<file path="config.mk">
export PLATFORM = sky130hd
export DESIGN_NAME = apb_master
export DESIGN_NICKNAME = d
export VERILOG_FILES = /design/src/rtl/apb_pkg.sv /design/src/rtl/apb_master.sv
export SDC_FILE = /design/constraint.sdc
export NUM_CORES = 1
export LEC_CHECK = 0
export CAP_MARGIN = 30
export CORE_ASPECT_RATIO = 0.9
export CORE_MARGIN = 2
export CORE_UTILIZATION = 42
export DETAILED_ROUTE_END_ITERATION = 10
export PLACE_DENSITY = 0.8
export SLEW_MARGIN = 20
export SYNTH_ARGS = -nofsm -noshare
export SYNTH_HDL_FRONTEND = slang
export SYNTH_SLANG_ARGS = --single-unit
</file>
<file path="constraint.sdc">
create_clock -name PCLK -period 4.72 [get_ports PCLK]
set_clock_uncertainty 0.2 [all_clocks]
set_input_delay 0.472 -clock PCLK [delete_from_list [all_inputs] [get_ports PCLK]]
set_output_delay 0.472 -clock PCLK [all_outputs]
set_load 0.05 [all_outputs]
</file>
<file path="src/rtl/apb_pkg.sv">
// Shared definitions for the APB initiator: state encoding, default widths
// and the width of the ACCESS wait-state counter.
package apb_pkg;

  localparam int unsigned APB_ADDR_W = 32;
  localparam int unsigned APB_DATA_W = 32;
  localparam int unsigned WAIT_W     = 16;

  typedef enum logic [1:0] {
    IDLE   = 2'd0,
    SETUP  = 2'd1,
    ACCESS = 2'd2
  } apb_state_e;

endpackage : apb_pkg

</file>
<file path="src/rtl/apb_master.sv">
// APB initiator: accepts one valid/ready request at a time, runs it as an
// APB SETUP/ACCESS transfer, and returns read data / error status on a
// valid/ready response channel. A stalled slave is aborted after TIMEOUT
// PREADY-low ACCESS cycles (TIMEOUT = 0 disables the abort).
module apb_master
  import apb_pkg::*;
#(
  parameter int unsigned ADDR_W  = APB_ADDR_W,
  parameter int unsigned DATA_W  = APB_DATA_W,
  parameter int unsigned TIMEOUT = 255
) (
  input  logic              PCLK,
  input  logic              PRESET,
  // request channel
  input  logic              req_valid,
  output logic              req_ready,
  input  logic              req_write,
  input  logic [ADDR_W-1:0] req_addr,
  input  logic [DATA_W-1:0] req_wdata,
  // response channel
  output logic              rsp_valid,
  input  logic              rsp_ready,
  output logic [DATA_W-1:0] rsp_rdata,
  output logic              rsp_err,
  output logic              rsp_timeout,
  // APB
  output logic              PSEL,
  output logic              PENABLE,
  output logic              PWRITE,
  output logic [ADDR_W-1:0] PADDR,
  output logic [DATA_W-1:0] PWDATA,
  input  logic [DATA_W-1:0] PRDATA,
  input  logic              PREADY,
  input  logic              PSLVERR
);

  localparam bit                TO_EN   = (TIMEOUT != 0);
  localparam logic [WAIT_W-1:0] TO_LAST = WAIT_W'((TIMEOUT == 0) ? 0 : TIMEOUT - 1);

  apb_state_e        state_q, state_d;
  logic              psel_q, psel_d;
  logic              penable_q, penable_d;
  logic              pwrite_q, pwrite_d;
  logic [ADDR_W-1:0] paddr_q, paddr_d;
  logic [DATA_W-1:0] pwdata_q, pwdata_d;
  logic              rsp_valid_q, rsp_valid_d;
  logic [DATA_W-1:0] rsp_rdata_q, rsp_rdata_d;
  logic              rsp_err_q, rsp_err_d;
  logic              rsp_timeout_q, rsp_timeout_d;
  logic [WAIT_W-1:0] wait_cnt_q, wait_cnt_d;

  logic accept;

  assign req_ready = (state_q == IDLE) & (~rsp_valid_q | rsp_ready);
  assign accept    = req_valid & req_ready;

  // Next-state, APB control and response computation.
  // The response consume is applied before completion so a same-cycle
  // completion would win; acceptance gating makes that overlap unreachable.
  always_comb begin
    state_d       = state_q;
    psel_d        = psel_q;
    penable_d     = penable_q;
    pwrite_d      = pwrite_q;
    paddr_d       = paddr_q;
    pwdata_d      = pwdata_q;
    rsp_valid_d   = rsp_valid_q;
    rsp_rdata_d   = rsp_rdata_q;
    rsp_err_d     = rsp_err_q;
    rsp_timeout_d = rsp_timeout_q;
    wait_cnt_d    = wait_cnt_q;

    if (rsp_valid_q && rsp_ready) begin
      rsp_valid_d = 1'b0;
    end

    unique case (state_q)
      IDLE: begin
        if (accept) begin
          pwrite_d   = req_write;
          paddr_d    = req_addr;
          pwdata_d   = req_wdata;
          psel_d     = 1'b1;
          penable_d  = 1'b0;
          wait_cnt_d = '0;
          state_d    = SETUP;
        end
      end
      SETUP: begin
        penable_d = 1'b1;
        state_d   = ACCESS;
      end
      ACCESS: begin
        if (PREADY) begin
          rsp_rdata_d   = pwrite_q ? '0 : PRDATA;
          rsp_err_d     = PSLVERR;
          rsp_timeout_d = 1'b0;
          rsp_valid_d   = 1'b1;
          psel_d        = 1'b0;
          penable_d     = 1'b0;
          state_d       = IDLE;
        end else if (TO_EN && (wait_cnt_q == TO_LAST)) begin
          rsp_rdata_d   = '0;
          rsp_err_d     = 1'b1;
          rsp_timeout_d = 1'b1;
          rsp_valid_d   = 1'b1;
          psel_d        = 1'b0;
          penable_d     = 1'b0;
          state_d       = IDLE;
        end else begin
          wait_cnt_d = wait_cnt_q + WAIT_W'(1);
        end
      end
      default: begin
        psel_d    = 1'b0;
        penable_d = 1'b0;
        state_d   = IDLE;
      end
    endcase
  end

  // State and registered outputs; reset drops PSEL/PENABLE immediately.
  always_ff @(posedge PCLK or posedge PRESET) begin
    if (PRESET) begin
      state_q       <= IDLE;
      psel_q        <= 1'b0;
      penable_q     <= 1'b0;
      pwrite_q      <= 1'b0;
      paddr_q       <= '0;
      pwdata_q      <= '0;
      rsp_valid_q   <= 1'b0;
      rsp_rdata_q   <= '0;
      rsp_err_q     <= 1'b0;
      rsp_timeout_q <= 1'b0;
      wait_cnt_q    <= '0;
    end else begin
      state_q       <= state_d;
      psel_q        <= psel_d;
      penable_q     <= penable_d;
      pwrite_q      <= pwrite_d;
      paddr_q       <= paddr_d;
      pwdata_q      <= pwdata_d;
      rsp_valid_q   <= rsp_valid_d;
      rsp_rdata_q   <= rsp_rdata_d;
      rsp_err_q     <= rsp_err_d;
      rsp_timeout_q <= rsp_timeout_d;
      wait_cnt_q    <= wait_cnt_d;
    end
  end

  assign PSEL        = psel_q;
  assign PENABLE     = penable_q;
  assign PWRITE      = pwrite_q;
  assign PADDR       = paddr_q;
  assign PWDATA      = pwdata_q;
  assign rsp_valid   = rsp_valid_q;
  assign rsp_rdata   = rsp_rdata_q;
  assign rsp_err     = rsp_err_q;
  assign rsp_timeout = rsp_timeout_q;

endmodule : apb_master
</file>
==> metrics.md <==
| Metric | Value |
|---|---|
| Antenna fix cells | 0 |
| Final hold violation count | 0 |
| Global-route wire length before repair | 19800 um |
| Die width | 115 um |
| Final instance area | 7400 um2 |
| Share of cells above drive strength 1 | 18.3% |
| WP data arrival | 2150 ps |
| CORE AREA | 10800 um2 |
| Num rows | 36 |
| # clock sinks | 119 |
| XOR/XNOR share of the synthesized area | 0% |
| Largest net degree at the start of global routing | 68 |
| Sequential power share | between 20% and 30% |
| Final worst slack | ~1900 ps |
| Slew margin rel. | 39.5% |
| Pre-antenna DRT Iters | 4 |
| Post-CTS setup buffers | 0 |
| Crit. End Element | output port |
| Worst hold-check path type | input port to async pin |
| Mapped Area | 4660 um2 |
| DRT iter0 DRCs | 178 |
| Most used flip-flop cell after synthesis | dfrtp_1 |
| Clock buffer depth | 2 |
| Sw frac | 43.9% |
| Post-synth EDFFs | 0 |
| Die Footprint | 12000 um2 |
| Commonest cells in the netlist | dfrtp_1 (119), mux2_2 (65), a22o_1 (32) |
| Buf/Inv on CP | 2 |
| I/O pins | roughly 210 |
| Initial antenna violation count | 0 |
| Post-synthesis mux area share | 15.7% |
| Area grow syn2layout | 58.8% |
| CP Data Required Time | around 4100 ps |
| Final slew viol count | 0 |
| Dpl hpwl | roughly 8500 um |
| Initial core utilization | 43.1% |
| Ys Warns | 0 |
| Most used cell, CP | clkdlybuf4s50_1 |
| LEAKAGE | 3.12 nW |
| Combined area of the multi-input logic cells | between 1500 and 2000 um2 |
| Gp weighted congestion | 0.791 |
| GRT Overall Usage | 21.5% |
| Critical path type | input port to output port |
| Worst slack, placed | 1790 ps |
| Max VDD drop | 0.535 mV |
| FMAX | ~350 MHz |
| Hold Buf Count CTS | 0 |
| Syn Area/Cell | 13.9 um2 |
| Fin crit period | 2830 ps |
| P_sw | 0.00263 W |
| Async set-reset flop share out of synthesis | 100% |
| RSZ-0062 raised after global routing | no |
| Clock Power Share | approximately a fifth |
| Worst-Skew Late Latency | around 400 ps |
| Largest family of logic cells by synthesized area | multiplexers |
| Syn nets | 440 |
| Drt total wl | roughly 12000 um |
| Register Area | between 2000 and 3000 um2 |
| Final worst-path cycle share | around three fifths |
| Vias in the first global route | 3898 |
| Most frequent cell after synthesis | dfrtp_1 |
| Worst path slowest cell | clkdlybuf4s50_1 |
| Synth top area cells | dfrtp_1 (64%), mux2_2 (16%), a22o_1 (6.0%) |
| Least-Margin Pin Slew | 901 ps |
| Synth Area in Compound Gates | 11.7% |
| Sequential area share after synthesis | 63.9% |
| Vias | 3675 |
| Cell variety after synth | 35 |
| Max H-tree Level | 4 |
| Int Pwr | 0.00336 W |
| Synth area leader | dfrtp_1 |
| Simple-gate share of the synthesized area | 5.91% |
| Post-Syn Instances | 335 |
| Wire per inst | roughly 18 um |
| Logic gate share of total power | between 50% and 60% |
| Slowest cell delay on critical path | 860 ps |
| Outcome | finished clean |
| Port bufs | 205 |
| Die Ht | ~100 um |
| Top delay family on crit path | buffers and inverters |
| Worst-path clk slew | roughly 50 ps |
| Crit-path max FO | 3 |
| Post-place instance area | 6860 um2 |
| Setup violators final | 0 |
| CTS tree | built |
| Post-synth top area share | between 60 and 70% |
| Num CTS Buffers | 17 |
| Synth Area in Adders | 0.537% |
| Antenna Violating Nets Remaining | 0 |
| MaxCap Viol Count | 0 |
| CTS Root Cell | clkbuf_16 |
| Fillers | between 700 and 800 |
| Total negative slack | 0 ps |
| Worst setup SP type | input port |
| Vias/cell | 5.33 |
| PD cells | ~800 nW/um2 |
| DRC | 0 |
| Post-CTS Resized | 0 |
| GR Overflow Total | 0 |
| Crit path cell chain | clkdlybuf4s50_1 > nand2b_1 > nor3b_1 > clkdlybuf4s50_1 |
| Synthesis-stage register bit count | approximately 120 |
| NumNets Final | 651 |
cell usage in the layout, fill, tap and decap left out, types with 7 or more instances in the layout:
master           instances
a22o_1                  32
nand3_1                  7
mux2_2                  65
dfrtp_1                119
o21ai_0                  9
clkdlybuf4s50_1        205
nand2_1                 11
clkbuf_16               17
o21ai_1                 18
registers in the layout, indices dropped and copies added, names as in the netlist:
register,flops
PADDR,32
PWDATA,32
rsp_rdata,32
wait_cnt_q,16
PENABLE,1
PSEL,1
PWRITE,1
rsp_err,1
rsp_timeout,1
rsp_valid,1
state_q,1
stage by stage:
stage                     hold WS [ps]  std cells  utilization, %  power, W
after floorplan                    234        335               -   0.00375
after detailed placement           281        660            63.4   0.00484
after CTS                          303        689            68.4   0.00605
final                              298        689            68.4   0.00599
after global placement             264        658            63.1   0.00477
after global routing               311        689            68.4   0.00625
path summary, 6_finish.rpt:
path,depth (start not counted),start,to,slack [ps]
worst min register to register,1,PWDATA[5],PWDATA[5],300
worst min-delay path,2,PRESET,PWDATA[22],300
worst max-delay path,4,rsp_ready,req_ready,1890
max in group asynchronous,3,PRESET,rsp_rdata[2],3220
min in group PCLK,1,PWDATA[5],PWDATA[5],300
worst max register to register,7,wait_cnt_q[0],wait_cnt_q[14],2130
worst register-to-register path, stage by stage, from the launching register on:
cell     delay, ps
dfrtp_1        450
inv_1          100
ha_1           150
or4b_1         480
nor4_4         440
a221o_2        440
o21ai_0        170
o21ai_1        100
area by class of cell:
cell class | count | area share, %
Tap cell | 133 | 2.25
Clock buffer | 25 | 6.70
Multi-Input combinational cell | 193 | 21.4
Clock inverter | 4 | 0.609
Timing Repair Buffer | 211 | 28.6
Inverter | 4 | 0.237
Sequential cell | 119 | 40.3
routing by layer:
metal	vias up	global-route usage [%]	wire length (um)
met4	0	9.72	296
li1	1653	-	-
met1	1815	24.9	4800
met3	28	8.39	1140
met2	179	34.9	6080
met5	-	0	0
kinds of logic after synthesis:
logic type	after synthesis
mux	65
simple gates	48
compound gates	78
buf+inv	23
fa+ha+maj	2
flops	119
power by group through the flow:
stage                     combinational [W]  sequential [W]  clock (W)
after global routing                0.00328         0.00173    0.00125
after CTS                           0.00317         0.00168    0.00120
after global placement              0.00311         0.00166          0
after detailed placement            0.00316         0.00168          0
after floorplan                    0.000700         0.00305          0
final                               0.00314         0.00167    0.00118
Power figures use the tool's default switching activity.
